`src/rtl/imem_loader.sv`:
```
// rtl/imem_loader.sv - boot loader that streams a length-prefixed image into the imem write port
module imem_loader #(
  parameter logic [31:0] START_ADDR = 32'h01000000,
  parameter int unsigned MEM_DEPTH  = 1048576
) (
  input  logic        clock,
  input  logic        reset,
  input  logic        start,
  input  logic        in_valid,
  input  logic [7:0]  in_data,
  output logic        in_ready,
  output logic        wr_en,
  output logic [31:0] wr_addr,
  output logic [31:0] wr_data,
  output logic        busy,
  output logic        done,
  output logic        error,
  output logic        cpu_hold
);

  localparam logic [31:0] MAX_WORDS = 32'(MEM_DEPTH / 4);

  typedef enum logic [2:0] {
    S_IDLE,
    S_LEN,
    S_DATA,
    S_FLUSH,
    S_DONE,
    S_ERROR
  } state_t;

  state_t      state, state_next;
  logic [1:0]  byte_idx;
  logic [31:0] word_cnt;
  logic [31:0] count;
  logic [23:0] asm_word;

  logic        xfer;
  logic        start_ok;
  logic        last_byte;
  logic [31:0] len_value;

  assign xfer      = in_valid && in_ready;
  assign last_byte = xfer && (byte_idx == 2'd3);
  assign start_ok  = start && (state == S_IDLE || state == S_DONE || state == S_ERROR);
  // Little-endian: each new byte enters at the top and older bytes shift down.
  assign len_value = {in_data, count[31:8]};

  always_comb begin
    state_next = state;
    in_ready   = 1'b0;
    busy       = 1'b0;
    done       = 1'b0;
    error      = 1'b0;
    cpu_hold   = 1'b1;
    case (state)
      S_IDLE: begin
        if (start) state_next = S_LEN;
      end
      S_LEN: begin
        in_ready = 1'b1;
        busy     = 1'b1;
        if (last_byte) begin
          if (len_value == 32'd0)          state_next = S_DONE;
          else if (len_value > MAX_WORDS)  state_next = S_ERROR;
          else                             state_next = S_DATA;
        end
      end
      S_DATA: begin
        in_ready = 1'b1;
        busy     = 1'b1;
        if (last_byte && (word_cnt == count - 32'd1)) state_next = S_FLUSH;
      end
      S_FLUSH: begin
        busy       = 1'b1;
        state_next = S_DONE;
      end
      S_DONE: begin
        done     = 1'b1;
        cpu_hold = 1'b0;
        if (start) state_next = S_LEN;
      end
      S_ERROR: begin
        error = 1'b1;
        if (start) state_next = S_LEN;
      end
      default: state_next = S_IDLE;
    endcase
  end

  always_ff @(posedge clock or posedge reset) begin
    if (reset) begin
      state    <= S_IDLE;
      byte_idx <= 2'd0;
      word_cnt <= 32'd0;
      count    <= 32'd0;
      asm_word <= 24'd0;
      wr_en    <= 1'b0;
      wr_addr  <= START_ADDR;
      wr_data  <= 32'd0;
    end else begin
      state <= state_next;
      wr_en <= 1'b0;
      if (start_ok) begin
        byte_idx <= 2'd0;
        word_cnt <= 32'd0;
        count    <= 32'd0;
        wr_addr  <= START_ADDR;
      end
      if (xfer) begin
        byte_idx <= byte_idx + 2'd1;
        if (state == S_LEN) begin
          count <= len_value;
        end else if (byte_idx == 2'd3) begin
          wr_en    <= 1'b1;
          wr_data  <= {in_data, asm_word};
          wr_addr  <= START_ADDR + (word_cnt << 2);
          word_cnt <= word_cnt + 32'd1;
        end else begin
          asm_word <= {in_data, asm_word[23:8]};
        end
      end
    end
  end

endmodule

```
`config.mk`:
```
export PLATFORM = sky130hd
export DESIGN_NAME = imem_loader
export DESIGN_NICKNAME = d
export VERILOG_FILES = /design/src/rtl/imem_loader.sv
export SDC_FILE = /design/constraint.sdc
export NUM_CORES = 1
export LEC_CHECK = 0
export ABC_AREA = 1
export CAP_MARGIN = 10
export CORE_ASPECT_RATIO = 0.6
export CORE_MARGIN = 2
export CORE_UTILIZATION = 58
export DETAILED_ROUTE_END_ITERATION = 8
export PLACE_DENSITY = 0.83
export REMOVE_ABC_BUFFERS = 1
export SYNTH_ARGS = -nofsm -noshare
export SYNTH_HDL_FRONTEND = slang
export SYNTH_SLANG_ARGS = --single-unit
export TNS_END_PERCENT = 5
```
`constraint.sdc`:
```
create_clock -name clock -period 6.1 [get_ports clock]
set_input_delay 1.22 -clock clock [delete_from_list [all_inputs] [get_ports clock]]
set_output_delay 1.22 -clock clock [all_outputs]
set_load 0.02 [all_outputs]
```
==> metrics.txt, run 1 <==
status=finished, final reports clean; chip width=160 um; GR Util All Layers=about a third; via density per instance=5.71; core area=around 14000 um^2; Post-CTS Setup Inserts=0; largest net degree at the start of global routing=69; largest stage delay on the critical path=600 ps; Hold Path Class=flop to flop; CP most frequent cell=buf_4; Max-Cap Viols=0; fraction of power consumed by sequential logic=28.1%; Nets=1210; CTS H-tree lvls=4; Synth-to-Final Area Change=18.0%; leak pwr=0.00476 uW; Final Setup Violations=0; Num CTS Buffers=17; Residual DRC=0; final hold violations=0; sw frac=48.7%; port bufs=81; RSZ-0062 raised after global routing=false; worst path cell trace=clkdlybuf4s50_1 > nand2_2 > nor2_2 > buf_4 > inv_2 > buf_4 > nor3_1 > nand2_1 > nand3_1 > o21ai_0; Worst Setup Start Kind=input pin; final worst slack=2550 ps; Crit. End Element=flop; clock root buffer=clkbuf_16; synth warn=0; # resized after CTS=0; Starting Density=59.0%; number of synthesized flops with an enable pin=0; I/O Pins=82; CP delay by family, top=buffers and inverters; Tot Pwr=5200 uW; # rows=34; hpwl dp=17700 um; Bufs on Longest Clock Path=2; count of pins over their slew limit=0; number of antenna violations at the first check in global routing=0; first-pass GRT wire length=around 40000 um; share of layout cells above drive strength 1=under 10%; simple-gate area share of the yosys netlist=31.4%; final clock skew=12.6 ps; share of total power in combinational logic=51.4%; Slew @ Worst Pin=868 ps; Reg area=3960 um^2; CTS tree=yes; Arrival @ worst endpoint=3820 ps; Vias=8027; VDD IR-drop max=just over 0.0003 V; Synth Area in Compound Gates=10.9%; power share of the clock group=20.6%; Die Ht=just under 100 um; final wirelength=24300 um; Async S/R FF share, synth=100%; clock slew at reported path FFs=70 ps; sequential area share after synthesis=46.5%; setup TNS=0 ps; adder-cell area share of the yosys netlist=0.588%; die area=approximately 16000 um^2; final worst path period need=approximately 3600 ps; Syn Area/Cell=7.55 um^2; Detailed Route Iter0 Violations=1115; CP Buf/Inv Count=4; antenna cell count=0; CP max FO=66; Most used DFF post-synth=dfrtp_1; Power Dens Cells=around 520 nW/um^2; clk_lat worst skew=430 ps; switching power=2540 uW; Cell variety after synth=43; Internal Power=2670 uW; Pre-antenna DRT Iters=6; Tcrit/Tclk final=58.2%; CP max stage cell=clkdlybuf4s50_1; post-route cell area=10000 um^2; Cells after Synth=~1100; Final ANT Viol Nets=0; largest family of logic cells by synthesized area=simple AND/OR/NAND/NOR gates; Fill cells=1191; GP Congestion=0.965; CP Data Required Time=6360 ps; #FFs+latches synth=158; mux cell area share after synthesis=0.118%; vias in the first global route=7582; area of the multi-input gates=3890 um^2; mapped cell area=about 8500 um^2; Max transition margin=a little over two fifths; Highest Clock Rate=281 MHz; clock sink count=between 150 and 200; Setup CP Type=input pin to flop; XOR/XNOR Fraction of Synth Area=~2.8%; hold_buf cts=0; GR Overflow Total=0; placed cell area=between 9000 and 10000 um^2; Post-Place Worst Slack=2250 ps; wire per inst=~17 um
[final timing paths]
path	slack, ps	endpoint	from	cells past startpoint
max	2550	word_cnt[16]	in_valid	10
min	480	wr_data[4]	asm_word[4]	2
max reg2reg	3010	word_cnt[16]	byte_idx[0]	10
min reg2reg	480	wr_data[4]	asm_word[4]	2
max in group asynchronous	3820	state[1]	reset	3
min in group asynchronous	1220	asm_word[18]	reset	2
[synthesized netlist by cell type, types with 4 or more instances]
cell type	number	area [um^2]
nand2_1	296	1110
dfrtp_1	157	3930
nand3b_1	14	105
nor2_2	15	93.8
nor4_1	4	25.0
nor2_1	100	375
inv_1	127	477
nor3_1	26	130
nor2_4	7	78.8
xor2_1	14	123
nor3_2	4	40.0
o21ai_0	122	611
nand3_1	109	546
nand2_2	6	37.5
buf_2	8	40.0
ha_1	4	50.1
a32o_1	4	40.0
buf_1	4	15.0
xnor2_1	13	114
o211ai_1	4	30.0
nand4_1	11	68.8
clkbuf_1	26	97.6
a21oi_1	25	125
[layout by cell type (no fill, tap or decap), types with 5 or more instances in the layout]
cell	synthesis	layout
a21oi_1	25	25
buf_4	1	7
clkbuf_16	0	17
clkdlybuf4s50_1	0	81
clkinv_8	0	5
dfrtp_1	157	157
inv_1	127	125
nand2_1	296	296
nand2_2	6	6
nand3_1	109	109
nand3b_1	14	14
nand4_1	11	11
nor2_1	100	100
nor2_2	15	15
nor2_4	7	7
nor3_1	26	26
o21ai_0	122	122
xnor2_1	13	13
xor2_1	14	14
[cell families after synthesis]
logic type	after synthesis
AOI/OAI and AO/OA	171
xor gates and xnor gates	27
adders and majority gates	4
buffers and inverters	169
DFF	158
muxes	1
and+or+nand+nor	598
[sequential cells by signal (all words and copies together) (netlist names)]
signal    count
count        32
word_cnt     32
wr_addr      32
wr_data      32
asm_word     24
state         3
byte_idx      2
wr_en         1
[tightest hold or removal path, stage by stage, from the launching register on]
cell and delay (ps):
dfrtp_1 340, nand2_1 50, nand2_1 50
[power groups by stage]
stage	sequential (uW)	clock [uW]	combinational [uW]
after floorplan	1490	0	1790
after global placement	1460	0	2550
after detailed placement	1470	0	2580
after CTS	1450	1070	2610
after global routing	1480	1120	3010
final	1460	1070	2670
[per-layer routing]
layer / up-vias / global-route usage (%) / wire length, um
met5: - / 0 / 0
met4: 0 / 5.68 / 315
met3: 50 / 9.81 / 2990
met2: 437 / 44.1 / 9340
met1: 3752 / 51.4 / 11700
li1: 3788 / - / -
[final cells by class]
class | instances | share of cell area (%)
Timing Repair Buffer | 88 | 8.59
Tap cell | 198 | 2.47
Sequential cell | 158 | 39.4
Multi-Input combinational cell | 801 | 38.8
Inverter | 128 | 4.83
Clock buffer | 17 | 4.23
Clock inverter | 15 | 1.73
[stage by stage]
| stage | std cells | utilization [%] | hold slack [ps] |
|---|---|---|---|
| after floorplan | 1087 | - | 449 |
| after global placement | 1373 | 65.5 | 456 |
| after detailed placement | 1373 | 65.5 | 463 |
| after CTS | 1405 | 69.7 | 478 |
| after global routing | 1405 | 69.7 | 498 |
| final | 1405 | 69.7 | 476 |
Note: power is estimated with default switching activity, not from simulation.
==> inputs of run 2 (changes only) <==
--- a/config.mk
+++ b/config.mk
@@ -9,9 +9,9 @@
 export CAP_MARGIN = 10
 export CORE_ASPECT_RATIO = 0.6
 export CORE_MARGIN = 2
-export CORE_UTILIZATION = 58
+export CORE_UTILIZATION = 52
 export DETAILED_ROUTE_END_ITERATION = 8
-export PLACE_DENSITY = 0.83
+export PLACE_DENSITY = 0.78
 export REMOVE_ABC_BUFFERS = 1
 export SYNTH_ARGS = -nofsm -noshare
 export SYNTH_HDL_FRONTEND = slang
==> constraint.sdc (replaced) <==
create_clock -name clock -period 2.9 [get_ports clock]
set_input_delay 0.58 -clock clock [delete_from_list [all_inputs] [get_ports clock]]
set_output_delay 0.58 -clock clock [all_outputs]
set_load 0.02 [all_outputs]
==> metrics.txt, run 2 (same netlist as run 1, synthesis figures left out) <==
status=finished, final reports clean (unchanged); Synth-to-Final Area Change=19.7% (was 18.0%); Post-Place Worst Slack=163 ps (was 2250 ps); die area=17400 um^2 (was 15700 um^2); final worst slack=362 ps (was 2550 ps); chip width=169 um (was 160 um); GR Overflow Total=0 (unchanged); Highest Clock Rate=394 MHz; VDD IR-drop max=0.000451 V (was 0.000305 V); worst path cell trace=nor3_1 > clkdlybuf4s50_1 (was clkdlybuf4s50_1 > nand2_2 > nor2_2 > buf_4 > inv_2 > buf_4 > nor3_1 > nand2_1 > nand3_1 > o21ai_0); Setup CP Type=flop to output pin (was input pin to flop); most frequent cells in the layout=nand2_1 (296), dfrtp_1 (157), inv_1 (125) (unchanged); Tcrit/Tclk final=87.5%; Starting Density=52.8% (was 59.0%); largest net degree at the start of global routing=67 (was 69); share of layout cells above drive strength 1=7.24% (was 6.63%); antenna cell count=0 (unchanged); switching power=5300 uW (was 2540 uW); first-pass GRT wire length=38900 um (was 40100 um); count of pins over their slew limit=0 (unchanged); # rows=36 (was 34); core area=16100 um^2 (was 14400 um^2); leak pwr=0.00482 uW (was 0.00476 uW); final non-filler cell total=1424 (was 1405); final clock skew=9.80 ps (was 12.6 ps); Bufs on Longest Clock Path=2 (unchanged); number of antenna violations at the first check in global routing=0 (unchanged); Reg area=3960 um^2 (unchanged); clock slew at reported path FFs=70 ps (about the same); Nets=1218 (was 1210); Worst Setup Start Kind=flop (was input pin); CP Data Required Time=2320 ps (was 6360 ps); Slew @ Worst Pin=687 ps (was 868 ps); CP Buf/Inv Count=1 (was 4); RSZ-0062 raised after global routing=false (unchanged); via density per instance=5.63 (was 5.71); share of total power in combinational logic=51.1% (was 51.4%); Power Dens Cells=1090 nW/um^2 (was 518 nW/um^2); Final Setup Violations=0 (unchanged); port bufs=81 (unchanged); CTS H-tree lvls=4 (unchanged); CP delay by family, top=buffers and inverters (unchanged); power share of the clock group=21.2% (was 20.6%); Final ANT Viol Nets=0 (unchanged); CP max FO=4 (was 66); Fill cells=1405 (was 1191); largest stage delay on the critical path=690 ps (was 600 ps); CP max stage cell=clkdlybuf4s50_1 (unchanged); area of the multi-input gates=3890 um^2 (unchanged); post-route cell area=10200 um^2 (was 10000 um^2); Post-Place Cells=1392 (was 1373); hpwl dp=17800 um (was 17700 um); placed cell area=9570 um^2 (was 9450 um^2); Internal Power=5810 uW (was 2670 uW); # resized after CTS=0 (unchanged); Max transition margin=54.2% (was 41.9%); Max-Cap Viols=0 (unchanged); vias in the first global route=7132 (was 7582); clock sink count=158 (unchanged); final core utilization=63.2% (was 69.7%); Die Ht=103 um (was 97.8 um); Hold Path Class=flop to flop (unchanged); Arrival @ worst endpoint=1960 ps (was 3820 ps); GP Congestion=0.953 (was 0.965); GR Util All Layers=29.3% (was 32.4%); hold_buf cts=0 (unchanged); CTS tree=yes (unchanged); Num CTS Buffers=17 (unchanged); Post-CTS Setup Inserts=0 (unchanged); final hold violations=0 (unchanged); wire per inst=17.1 um (was 17.3 um); fraction of power consumed by sequential logic=27.7% (was 28.1%); Vias=8022 (was 8027); final wirelength=24400 um (was 24300 um); clock root buffer=clkbuf_16 (unchanged); sw frac=47.7% (was 48.7%); Residual DRC=0 (unchanged); I/O Pins=82 (unchanged); Crit. End Element=output pin (was flop); final worst path period need=roughly 2500 ps; Pre-antenna DRT Iters=6 (unchanged); Detailed Route Iter0 Violations=934 (was 1115); clk_lat worst skew=440 ps (was 430 ps); most common cell after layout, fill and taps aside=nand2_1 (unchanged)
-- run 2: cell types whose count changed in the layout (fill, tap and decap cells not counted), sizes merged --
cell,previous run,this run
buf,7,15
clkinv,8,2
clkinvlp,1,4
bufinv,0,2
inv,134,135
-- run 2: path summary, 6_finish.rpt --
check / depth (start not counted) / to / start / slack [ps]
worst min-delay path: 2 / wr_data[1] / wr_data[1] / 470
min in group asynchronous: 2 / wr_data[11] / reset / 540
worst min register to register: 2 / wr_data[1] / wr_data[1] / 470
max in group asynchronous: 3 / count[16] / reset / 1620
worst max register to register: 12 / state[2] / count[0] / 420
worst max-delay path: 2 / done / state[1] / 360
-- run 2: worst register-to-register path: cells and delay by family (launching register included) --
| family | cells | cell delay, ps |
|---|---|---|
| simple gates | 9 | 1410 |
| flops | 1 | 410 |
| fa+ha+maj | 1 | 230 |
| compound gates | 1 | 210 |
| buf+inv | 1 | 170 |
-- run 2: metal layers --
| metal | track usage [%] | wire length (um) | up-vias |
|---|---|---|---|
| met5 | 0 | 0 | - |
| met4 | 6.71 | 255 | 0 |
| met3 | 5.99 | 2690 | 27 |
| met2 | 37.8 | 9200 | 439 |
| met1 | 48.7 | 12200 | 3743 |
| li1 | - | - | 3813 |
-- run 2: layout make-up --
cell class | instances | area share (%)
timing repair buffer | 96 | 9.55
clock buffer | 17 | 4.17
tap | 209 | 2.57
inverter | 128 | 4.76
clock inverter | 15 | 1.93
sequential | 158 | 38.8
multi-input combinational | 801 | 38.2
-- run 2: power groups by stage --
stage | registers (uW) | clock network, uW | logic, uW
detailed placement | 3090 | 0 | 5500
global placement | 3090 | 0 | 5460
CTS | 3050 | 2380 | 5550
finish | 3070 | 2360 | 5680
global route | 3110 | 2480 | 6270
floorplan | 3130 | 0 | 3770
-- run 2: per-stage QoR --
step | TNS [ps] | hold WS [ps] | total power [uW]
6_report | 0 | 471 | 11100
5_1_grt | 0 | 494 | 11900
4_1_cts | 0 | 477 | 11000
3_5_place_dp | 0 | 459 | 8580
3_3_place_gp | 0 | 456 | 8540
2_1_floorplan | -314420 | 449 | 6900
